### src/rtl/pipe_scoreboard.sv
// In-flight destination scoreboard: detects RAW hazards, selects forwarding sources, stalls on unready loads.
// Optional stall statistics counter enabled by defining SCOREBOARD_STATS_EN.
module pipe_scoreboard #(
  parameter int unsigned DEPTH            = 3,
  parameter int unsigned REG_NUM_WIDTH    = 5,
  parameter int unsigned LOAD_READY_STAGE = 1,
  parameter int unsigned FLUSH_STAGES     = 1
) (
  input  logic                           clk,
  input  logic                           rst,
  input  logic                           issueValid,
  input  logic                           issueWrEn,
  input  logic                           issueIsLoad,
  input  logic [REG_NUM_WIDTH-1:0]       issueDst,
  input  logic [REG_NUM_WIDTH-1:0]       srcA,
  input  logic [REG_NUM_WIDTH-1:0]       srcB,
  input  logic                           srcAUsed,
  input  logic                           srcBUsed,
  input  logic                           flush,
  output logic                           stall,
  output logic                           issueAccept,
  output logic [$clog2(DEPTH+1)-1:0]     fwdASel,
  output logic [$clog2(DEPTH+1)-1:0]     fwdBSel,
`ifdef SCOREBOARD_STATS_EN
  output logic [31:0]                    stallCycles,
`endif
  output logic [$clog2(DEPTH+1)-1:0]     inFlightCount
);

  localparam int unsigned SEL_W = $clog2(DEPTH+1);

  typedef struct packed {
    logic             hold;
    logic [SEL_W-1:0] sel;
  } lookup_t;

  logic [DEPTH-1:0]         valid_q;
  logic [DEPTH-1:0]         valid_d;
  logic [DEPTH-1:0]         load_q;
  logic [REG_NUM_WIDTH-1:0] dst_q [DEPTH];
  logic [SEL_W-1:0]         count_q;
  lookup_t                  look_a;
  lookup_t                  look_b;

  // Scan oldest to youngest so the youngest matching stage is the one kept.
  function automatic lookup_t lookup(input logic [REG_NUM_WIDTH-1:0] src, input logic used);
    lookup_t     r;
    logic        hit;
    logic        hit_load;
    int unsigned hit_k;
    r        = '0;
    hit      = 1'b0;
    hit_load = 1'b0;
    hit_k    = 0;
    for (int unsigned k = DEPTH; k > 0; k--) begin
      if (valid_q[k-1] && (dst_q[k-1] == src)) begin
        hit      = 1'b1;
        hit_load = load_q[k-1];
        hit_k    = k - 1;
      end
    end
    if (used && (src != '0) && hit) begin
      if (hit_load && (hit_k < LOAD_READY_STAGE)) r.hold = 1'b1;
      else                                        r.sel  = SEL_W'(hit_k + 1);
    end
    return r;
  endfunction

  function automatic logic [SEL_W-1:0] popcount(input logic [DEPTH-1:0] bits);
    int unsigned n;
    n = 0;
    for (int unsigned k = 0; k < DEPTH; k++) n += int'(bits[k]);
    return SEL_W'(n);
  endfunction

  always_comb begin
    look_a      = lookup(srcA, srcAUsed);
    look_b      = lookup(srcB, srcBUsed);
    stall       = look_a.hold | look_b.hold;
    fwdASel     = look_a.sel;
    fwdBSel     = look_b.sel;
    issueAccept = issueValid & ~stall & ~flush;
  end

  // Flush squashes the youngest stages by dropping them as they advance.
  always_comb begin
    valid_d    = '0;
    valid_d[0] = issueAccept & issueWrEn & (issueDst != '0);
    for (int unsigned k = 1; k < DEPTH; k++) begin
      valid_d[k] = valid_q[k-1] & ~(flush & ((k - 1) < FLUSH_STAGES));
    end
  end

  always_ff @(posedge clk or negedge rst) begin
    if (!rst) begin
      valid_q <= '0;
      load_q  <= '0;
      count_q <= '0;
      for (int unsigned k = 0; k < DEPTH; k++) dst_q[k] <= '0;
    end else begin
      valid_q   <= valid_d;
      count_q   <= popcount(valid_d);
      dst_q[0]  <= issueDst;
      load_q[0] <= issueIsLoad;
      for (int unsigned k = 1; k < DEPTH; k++) begin
        dst_q[k]  <= dst_q[k-1];
        load_q[k] <= load_q[k-1];
      end
    end
  end

  assign inFlightCount = count_q;

`ifdef SCOREBOARD_STATS_EN
  always_ff @(posedge clk or negedge rst) begin
    if (!rst) begin
      stallCycles <= '0;
    end else if (stall && issueValid && (stallCycles != '1)) begin
      stallCycles <= stallCycles + 32'd1;
    end
  end
`endif

endmodule

### config.mk
export PLATFORM = sky130hd
export DESIGN_NAME = pipe_scoreboard
export DESIGN_NICKNAME = d
export VERILOG_FILES = /design/src/rtl/pipe_scoreboard.sv
export SDC_FILE = /design/constraint.sdc
export NUM_CORES = 1
export LEC_CHECK = 0
export CAP_MARGIN = 20
export CORE_ASPECT_RATIO = 1.1
export CORE_MARGIN = 2
export CORE_UTILIZATION = 40
export DETAILED_ROUTE_END_ITERATION = 16
export GPL_TIMING_DRIVEN = 0
export PLACE_DENSITY = 0.67
export SYNTH_ARGS = -nofsm -noshare
export SYNTH_HDL_FRONTEND = slang
export SYNTH_SLANG_ARGS = --single-unit
### constraint.sdc
create_clock -name clk -period 3.7 [get_ports clk]
set_input_delay 0.74 -clock clk [delete_from_list [all_inputs] [get_ports clk]]
set_output_delay 0.74 -clock clk [all_outputs]
set_load 0.01 [all_outputs]
==> flow_summary.toml, run 1 <==
[critical_path]
cpMostUsedCell = "buf_4"
endpoint_kind = "primary output"
crit_chain = "clkdlybuf4s15_1 > xor2_1 > nor4_2 > buf_4 > nand3_1 > a211oi_2 > o21bai_1 > buf_4 > a21oi_1 > dlygate4sd2_1"
start_kind = "input pin"
path_buf_inv = 4
cpLargestDelayFamily = "buffers and inverters"
cp_max_fo = 4
crit_type = "input pin to primary output"
cp_slowest_cell = "a211oi_2"
max_stage_delay_ns = 0.34
required_ns = 2.96
worstPathArrival_ns = 2.84

[sta]
finalSetupViolCount = 0
min_period_ns = 3.579
tightest_slew_ns = 0.4269
tns_ns = 0
fin_hold_ws_ns = 0.4338
slew_violations = 0
finalHoldViolCount = 0
timing.fmax_ghz = 0.2794
relSlewSlack_pct = 71.49
finClkSkew_ns = 0.001240
post-route-period-util_pct = 96.72

[routing]
firstDrtPassIters = 4
wl_mm = 3.082
post_drt_wl_per_cell_um = 15.81
viasPerCell = 5.390
wl_met2_mm = 1.647
wl_met3_um = 133
drc_errors = 0
met1Wirelength_mm = 1.221
top_layer = "met4"
vias = 1051
drtIter0Drc = 16
antenna_left = 0

[die]
fp.dieH_um = 63.33
ioPinCount = 31
design.core.area_um2 = 3048
die_w_um = 57.94
initial_core_util_pct = 42.00
die_area_um2 = 3669
placementRows = 21

[clocking]
h-tree-depth = 1
clockRootBuffer = "clkbuf_4"
cts.sinks = 23
cts_buffers = 3
clk_latency_ns = 0.30
path_clk_slew_ns = 0.13
cts_tree = "yes"
max-clock-path-buffers = 2

[power]
pwr-share-comb_pct = 19.1
swShare_pct = 27.42
power.share.clock_pct = 23.8
seqPwrFrac_pct = 57.0
ir_worst_vdd_v = 0.0002569
p_leak_nw = 0.7564
intPower_w = 0.0003512
power_density_nw_per_um2 = 267.8
switching_power_w = 0.0001327

[cells_and_area]
utilization_pct = 59.28
drive_gt1_share_pct = 31.68
fillers = 271
areaGrowthSynthToFinish_pct = 41.15
diodes = 0
design_area_um2 = 1807
fin_nets = 188

[placement]
place_hpwl_mm = 2.289
place_area_um2 = 1623
port_buffers = 30
gp_congestion = 0.7929

[synth]
avgSynthCellArea_um2 = 11.64
synth_area_um2 = 1280
syn_nets = 136
ys_types = 32
syn_inst = 110
synth_edf_count = 0
ys.flop_type = "dfrtp_1"
yosys_warnings = 0
synth.ff_latch_count = 23
synthArstFlopShare_pct = 100.0
yosysSeqAreaShare_pct = 44.97

[global_routing]
grt_max_degree = 24
grt_pass1_vias = 1134
grt.overflow.total = 0
antenna_found_initial = 0
track_usage_pct = 17.92
grt_pass1_wl_mm = 5.064

[flow_run]
cap_violations = 0

[worst_hold_path]
hold_path.class = "register to register"

[run_status]
outcome = "completed"
[routing by layer]
layer	up-vias	track usage, %
li1	492	-
met1	515	22.02
met2	34	32.10
met3	10	1.437
met4	0	6.395
met5	-	0
[power groups by stage]
stage | clock (W) | combinational [W] | sequential [W]
after floorplan | 0 | 0.0000382 | 0.000278
after global placement | 0 | 0.0000842 | 0.000280
after detailed placement | 0 | 0.0000862 | 0.000281
after CTS | 0.000121 | 0.0000905 | 0.000276
after global routing | 0.000131 | 0.000101 | 0.000278
final | 0.000115 | 0.0000926 | 0.000276
[flip-flops by register name (all words and copies together), names as in the netlist]
name / cells
inFlightCount: 2
load_q: 3
valid_q: 3
dst_q: 15
[metrics by stage]
step / setup WS (ns) / cells / total power [W]
floorplan: 0.5817 / 110 / 0.0003159
global placement: -0.6128 / 174 / 0.0003640
detailed placement: -0.6541 / 174 / 0.0003669
CTS: 0.01183 / 190 / 0.0004873
global route: -0.03362 / 195 / 0.0005103
finish: 0.1212 / 195 / 0.0004839
[area by class of cell]
class	count	area, µm²	area share, %
well taps	34	42.54	2.355
flip-flops and latches	23	575.6	31.86
multi-input cells	83	760.7	42.11
inverters	4	15.01	0.8310
repair buffers	47	385.4	21.33
clock buffers	3	22.52	1.247
clock inverters	1	5.005	0.2770
[kinds of logic after synthesis]
| kind of cell | Yosys count | synth area share, % |
|---|---|---|
| DFF | 23 | 44.97 |
| adders and majority gates | 3 | 3.519 |
| buffers and inverters | 4 | 1.173 |
| AOI/OAI and AO/OA | 11 | 10.17 |
| and+or+nand+nor | 39 | 19.65 |
| xor gates and xnor gates | 30 | 20.53 |
[path summary, 6_finish.rpt]
path / from / to / slack (ns) / cells after the start
max: srcA[0] / fwdASel[0] / 0.12 / 10
min: load_q[1] / load_q[2] / 0.43 / 0
max reg2reg: dst_q[9] / inFlightCount[0] / 0.69 / 13
min reg2reg: load_q[1] / load_q[2] / 0.43 / 0
max in group asynchronous: rst / dst_q[3] / 2.53 / 2
min in group asynchronous: rst / inFlightCount[0] / 0.70 / 1
[worst register-to-register path: stages, from the launching register on]
cell	delay [ns]
dfrtp_1	0.45
xor2_1	0.19
nor4_2	0.39
and2_4	0.22
buf_4	0.11
nand2b_4	0.05
ha_2	0.16
inv_1	0.06
a41oi_2	0.05
o31ai_4	0.11
o32ai_4	0.15
buf_4	0.16
nor4b_2	0.35
fa_1	0.45
[what timing repair did]
item | 4_1_cts | 5_1_grt
buffers inserted | 12 | 4
gates cloned | 0 | 0
endpoints found under the setup margin | 6 | 6
hold buffers | 0 | 0
pin swaps | 11 | 9
hold endpoints to repair | 0 | 0
gates resized for setup | 28 | 25
[cell usage after synthesis (2+ instances only)]
| master | instances | area [µm²] |
|---|---|---|
| nor2_1 | 4 | 15.01 |
| nand2_1 | 6 | 22.52 |
| xor2_1 | 17 | 148.9 |
| dfrtp_1 | 23 | 575.6 |
| and2_4 | 2 | 17.52 |
| nor2b_1 | 2 | 12.51 |
| inv_1 | 4 | 15.01 |
| and4_1 | 2 | 17.52 |
| nand3_1 | 4 | 20.02 |
| nor3_1 | 5 | 25.02 |
| and3_2 | 3 | 22.52 |
| nor4_2 | 3 | 37.54 |
| xnor2_1 | 13 | 113.9 |
| and2_1 | 2 | 12.51 |
| ha_1 | 2 | 25.02 |
| o21ai_0 | 2 | 10.01 |
[placed cells by master (no fill, tap or decap), types with 2 or more instances in the layout]
master	count
dfrtp_1	23
xor2_1	17
buf_4	16
clkdlybuf4s50_1	14
xnor2_1	13
nand2_1	6
clkbuf_2	5
inv_1	4
nand3_1	4
nor4_2	4
nor2_1	4
dlygate4sd2_1	4
nor3_1	3
clkbuf_4	3
clkdlybuf4s15_1	3
buf_2	3
and3_4	2
and4_1	2
and2_4	2
nor2b_1	2
and2_1	2
Power figures use the tool's default switching activity.
==> run 2, diff against run 1 <==
--- a/config.mk
+++ b/config.mk
@@ -7,11 +7,11 @@
 export LEC_CHECK = 0
 export CAP_MARGIN = 20
 export CORE_ASPECT_RATIO = 1.1
-export CORE_MARGIN = 2
-export CORE_UTILIZATION = 40
+export CORE_MARGIN = 10
+export CORE_UTILIZATION = 48
 export DETAILED_ROUTE_END_ITERATION = 16
 export GPL_TIMING_DRIVEN = 0
-export PLACE_DENSITY = 0.67
+export PLACE_DENSITY = 0.78
 export SYNTH_ARGS = -nofsm -noshare
 export SYNTH_HDL_FRONTEND = slang
 export SYNTH_SLANG_ARGS = --single-unit
==> run 2 against run 1 <==
Against the previous run:
- worst hold slack got worse by 0.023 ns
- via count down 3.0%
- die area rose by 40%
- non-clock buffer count shrank 1
==> flow_summary.toml, run 2 (synthesis gave the netlist of run 1 again) <==
[power]
power.share.clock_pct = 22.9
power_density_nw_per_um2 = 270.6
pwr-share-comb_pct = 19.0
seqPwrFrac_pct = 58.1
intPower_w = 0.0003511
swShare_pct = 25.88
switching_power_w = 0.0001226
p_leak_nw = 0.7385
ir_worst_vdd_v = 0.0002603

[routing]
drtIter0Drc = 45
antenna_left = 0
vias = 1019
wl_mm = 3.228
viasPerCell = 5.335
drc_errors = 0
post_drt_wl_per_cell_um = 16.90
firstDrtPassIters = 4

[critical_path]
r2r_setup_slack_ns = 0.68
worstPathArrival_ns = 2.88
r2r_end = "inFlightCount[0]"
endpoint_kind = "primary output"
cp_max_fo = 4
worstReg2RegStart = "dst_q[9]"
start_kind = "input pin"
required_ns = 2.96
crit_type = "input pin to primary output"
ff2ff_path_depth = 13

[die]
die_area_um2 = 5134
initial_core_util_pct = 50.79
die_w_um = 69.24
design.core.area_um2 = 2520
ioPinCount = 31
placementRows = 19
fp.dieH_um = 74.16

[global_routing]
grt_max_degree = 24
grt_pass1_wl_mm = 5.216
grt.overflow.total = 0
track_usage_pct = 12.36
antenna_found_initial = 0
grt_pass1_vias = 1125

[run_status]
outcome = "completed"

[sta]
fin_hold_ws_ns = 0.4107
fin_ws_ns = 0.07807
finalHoldViolCount = 0
finalSetupViolCount = 0
timing.fmax_ghz = 0.2761
relSlewSlack_pct = 69.91
post-route-period-util_pct = 97.89
min_period_ns = 3.622
tightest_slew_ns = 0.4499
finClkSkew_ns = 0.003767
slew_violations = 0

[worst_hold_path]
whs_endpoint = "load_q[2]"
hold_path.class = "register to register"
hp-start = "load_q[1]"
min_path_cells = 0

[placement]
dp_slack_ns = -0.8284
gp_congestion = 0.8698
place_hpwl_mm = 2.388
placed_cells = 171
port_buffers = 30

[cells_and_area]
fin_nets = 187
areaGrowthSynthToFinish_pct = 36.75
reg.largest.list = "dst_q x15, load_q x3, valid_q x3"
final_common_cell = "dfrtp_1"
multi_input_area_um2 = 724.4
seqCellArea_um2 = 575.6
fillers = 203
final_cell_mix = "23 x dfrtp_1, 17 x xor2_1, 15 x buf_4, 14 x clkdlybuf4s50_1, 13 x xnor2_1"
largest-register = "dst_q"
drive_gt1_share_pct = 30.63
diodes = 0
instances_no_fill = 191
largest_register_ffs = 15

[clocking]
h-tree-depth = 1
cts_hold_buf = 0
max-clock-path-buffers = 2
path_clk_slew_ns = 0.11
clk_latency_ns = 0.30
cts.sinks = 23
cts_tree = "yes"
cts_buffers = 3
clockRootBuffer = "clkbuf_4"

[flow_run]
cap_violations = 0
==> run 2: stage by stage <==
stage          cell area [µm²]  setup TNS (ns)  power (W)  utilization, %
2_1_floorplan             1280               0  0.0003159               -
3_3_place_gp              1619          -3.501  0.0003631           64.25
3_5_place_dp              1619          -4.129  0.0003658           64.25
4_1_cts                   1734               0  0.0004744           68.82
5_1_grt                   1750        -0.06401  0.0005010           69.46
6_report                  1750               0  0.0004737           69.46
==> run 2: routing by layer <==
metal  share of wire [%]  vias to the layer above  global-route usage [%]
met2                  52                       32                   22.66
met3                 5.4                        7                   2.660
met1                  40                      490                   13.69
met5                   0                        -                       0
met4                 2.2                        0                   5.145
li1                    -                      490                       -
==> run 2: critical path, stage by stage <==
cell and delay, ns:
dlygate4sd2_1 0.31, xor2_1 0.19, nor4_2 0.34, buf_4 0.17, and3_4 0.17, nand2_1 0.06
ha_1 0.22, o21ai_2 0.10, o32ai_2 0.10, buf_4 0.17, nor3b_1 0.16, buf_2 0.16
==> run 2: worst max-delay path by stage <==
stage	from	endpoint	slack (ns)
after CTS	srcB[2]	fwdBSel[1]	0.002
after global placement	srcB[2]	stall	-0.74
final	srcA[1]	issueAccept	0.08
after floorplan	srcB[4]	issueAccept	0.58
after detailed placement	srcB[3]	stall	-0.83
after global routing	srcA[1]	issueAccept	-0.06
==> run 2: cell type report <==
| type | instances | area share (%) |
|---|---|---|
| repair buffers | 46 | 21.16 |
| clock buffers | 4 | 1.501 |
| inverters | 4 | 0.8578 |
| well taps | 31 | 2.216 |
| flip-flops and latches | 23 | 32.88 |
| multi-input cells | 83 | 41.39 |
==> run 2: what timing repair did <==
action,in CTS,in global routing
gates cloned,0,0
resized for setup,31,17
hold endpoints to repair,0,0
endpoints found under the setup margin,6,5
buffers inserted,9,6
pin swaps,9,9
==> run 2: power groups by stage <==
stage / logic (W) / clock network [W] / registers, W
6_report: 0.0000902 / 0.000108 / 0.000275
5_1_grt: 0.0000992 / 0.000125 / 0.000277
4_1_cts: 0.0000887 / 0.000111 / 0.000275
3_5_place_dp: 0.0000864 / 0 / 0.000279
3_3_place_gp: 0.0000843 / 0 / 0.000279
2_1_floorplan: 0.0000382 / 0 / 0.000278
==> run 3, diff against run 2 <==
--- a/config.mk
+++ b/config.mk
@@ -9,6 +9,8 @@
 export CORE_ASPECT_RATIO = 1.1
 export CORE_MARGIN = 10
 export CORE_UTILIZATION = 48
+export CTS_BUF_LIST = sky130_fd_sc_hd__clkbuf_16
+export CTS_CLUSTER_DIAMETER = 200
 export DETAILED_ROUTE_END_ITERATION = 16
 export GPL_TIMING_DRIVEN = 0
 export PLACE_DENSITY = 0.78
==> run 3 against run 2 <==
Against the previous run:
- core utilization is 2.5 points higher
- register-to-register slack gained 0.02 ns
- setup slack better by 0.10 ns
- global-route usage up 0.077 points
- die area stayed put
- largest cell class unchanged
- final area rose by 3.6%
- total power is 25% higher
- combinational power increased by 5.0%
- via count rose by 0.98%
- clock-buffer cell count down 1
- clock power grew 110%
==> flow_summary.toml, run 3 (synthesis gave the netlist of run 1 again) <==
[placement]
gp_congestion = 0.8698
port_buffers = 30
place_hpwl_mm = 2.388

[clocking]
path_clk_slew_ns = 0.05
cts_tree = "yes"
max-clock-path-buffers = 2
cts_hold_buf = 0
clk_latency_ns = 0.25
clockRootBuffer = "clkbuf_16"
cts.sinks = 23
cts_buffers = 3
h-tree-depth = 1

[die]
design.core.area_um2 = 2520
die_area_um2 = 5134
initial_core_util_pct = 50.79
placementRows = 19
ioPinCount = 31
die_w_um = 69.24
fp.dieH_um = 74.16

[sta]
slew_violations = 0
finClkSkew_ns = 0.002468
relSlewSlack_pct = 71.93
post-route-period-util_pct = 95.10
tightest_slew_ns = 0.4196
finalSetupViolCount = 0
finalHoldViolCount = 0
timing.fmax_ghz = 0.2842
min_period_ns = 3.519
fin_hold_ws_ns = 0.4010

[critical_path]
cp_max_fo = 4
start_kind = "input pin"
endpoint_kind = "primary output"
r2r_setup_slack_ns = 0.70
crit_type = "input pin to primary output"
worstPathArrival_ns = 2.78
required_ns = 2.96

[power]
seqPwrFrac_pct = 46.5
power_density_nw_per_um2 = 326.6
power.share.clock_pct = 37.5
intPower_w = 0.0004557
ir_worst_vdd_v = 0.0003121
swShare_pct = 23.04
p_leak_nw = 0.7717
switching_power_w = 0.0001364
pwr-share-comb_pct = 16.0

[global_routing]
grt_max_degree = 24
track_usage_pct = 12.44
grt_pass1_vias = 1141
grt.overflow.total = 0
antenna_found_initial = 0
grt_pass1_wl_mm = 5.264

[routing]
drc_errors = 0
drtIter0Drc = 69
vias = 1029
viasPerCell = 5.416
antenna_left = 0
wl_mm = 3.324
firstDrtPassIters = 4
post_drt_wl_per_cell_um = 17.49

[cells_and_area]
fin_nets = 186
largest_register_ffs = 15
fillers = 184
utilization_pct = 71.95
areaGrowthSynthToFinish_pct = 41.64
drive_gt1_share_pct = 31.45
diodes = 0
largest-register = "dst_q"
reg.largest.list = "dst_q x15, load_q x3, valid_q x3"
final_cell_mix = "23 x dfrtp_1, 17 x xor2_1, 14 x clkdlybuf4s50_1, 14 x buf_4, 13 x xnor2_1"
final_common_cell = "dfrtp_1"

[flow_run]
cap_violations = 0

[run_status]
outcome = "completed"

[worst_hold_path]
hold_path.class = "register to register"
-- run 3: final cells by class --
| cell class | instances | area, µm² | share of cell area [%] |
|---|---|---|---|
| flip-flops and latches | 23 | 575.6 | 31.75 |
| inverters | 4 | 15.01 | 0.8282 |
| well taps | 31 | 38.79 | 2.139 |
| clock buffers | 3 | 75.07 | 4.141 |
| repair buffers | 45 | 374.1 | 20.63 |
| clock inverters | 1 | 3.754 | 0.2070 |
| multi-input cells | 83 | 730.7 | 40.30 |
-- run 3: path summary, 6_finish.rpt --
kind	from	cells past startpoint	to
max	srcB[3]	13	issueAccept
min	load_q[1]	0	load_q[2]
max reg2reg	dst_q[9]	13	inFlightCount[0]
min reg2reg	load_q[1]	0	load_q[2]
max in group asynchronous	rst	2	load_q[1]
min in group asynchronous	rst	1	dst_q[8]
-- run 3: critical path: stages --
cell	delay, ns
clkdlybuf4s15_2	0.24
xor2_1	0.16
nor4_2	0.32
and2_4	0.24
nand2b_1	0.07
ha_1	0.18
inv_1	0.08
a41oi_2	0.05
o31ai_2	0.10
o32ai_2	0.11
buf_4	0.17
nor3b_1	0.16
buf_2	0.16
-- run 3: routing by layer --
layer	vias up	GRT usage [%]	wire, µm
li1	486	-	-
met1	514	13.75	1355
met2	25	22.87	1808
met3	4	3.059	127
met4	0	4.474	32
met5	-	0	0
-- run 3: power by group through the flow --
stage                     Sequential, W  Combinational (W)  Clock (W)
after floorplan                0.000278          0.0000382          0
after global placement         0.000279          0.0000843          0
after detailed placement       0.000279          0.0000864          0
after CTS                      0.000275          0.0000895   0.000227
after global routing           0.000277           0.000103   0.000241
final                          0.000276          0.0000947   0.000222
-- run 3: through the flow --
step / cell area [µm²] / instances / power, W / setup WS, ns / TNS [ns]
3_3_place_gp: 1619 / 171 / 0.0003631 / -0.7368 / -3.501
3_5_place_dp: 1619 / 171 / 0.0003658 / -0.8284 / -4.129
5_1_grt: 1813 / 190 / 0.0006201 / -0.006528 / -0.006528
6_report: 1813 / 190 / 0.0005921 / 0.1812 / 0
2_1_floorplan: 1280 / 110 / 0.0003159 / 0.5817 / 0
4_1_cts: 1773 / 183 / 0.0005917 / 0.003150 / 0
-- run 3: what timing repair did --
action / 4_1_cts / 5_1_grt
setup endpoints to repair: 6 / 5
gates resized for setup: 32 / 21
pin swaps: 8 / 10
buffers inserted: 8 / 6
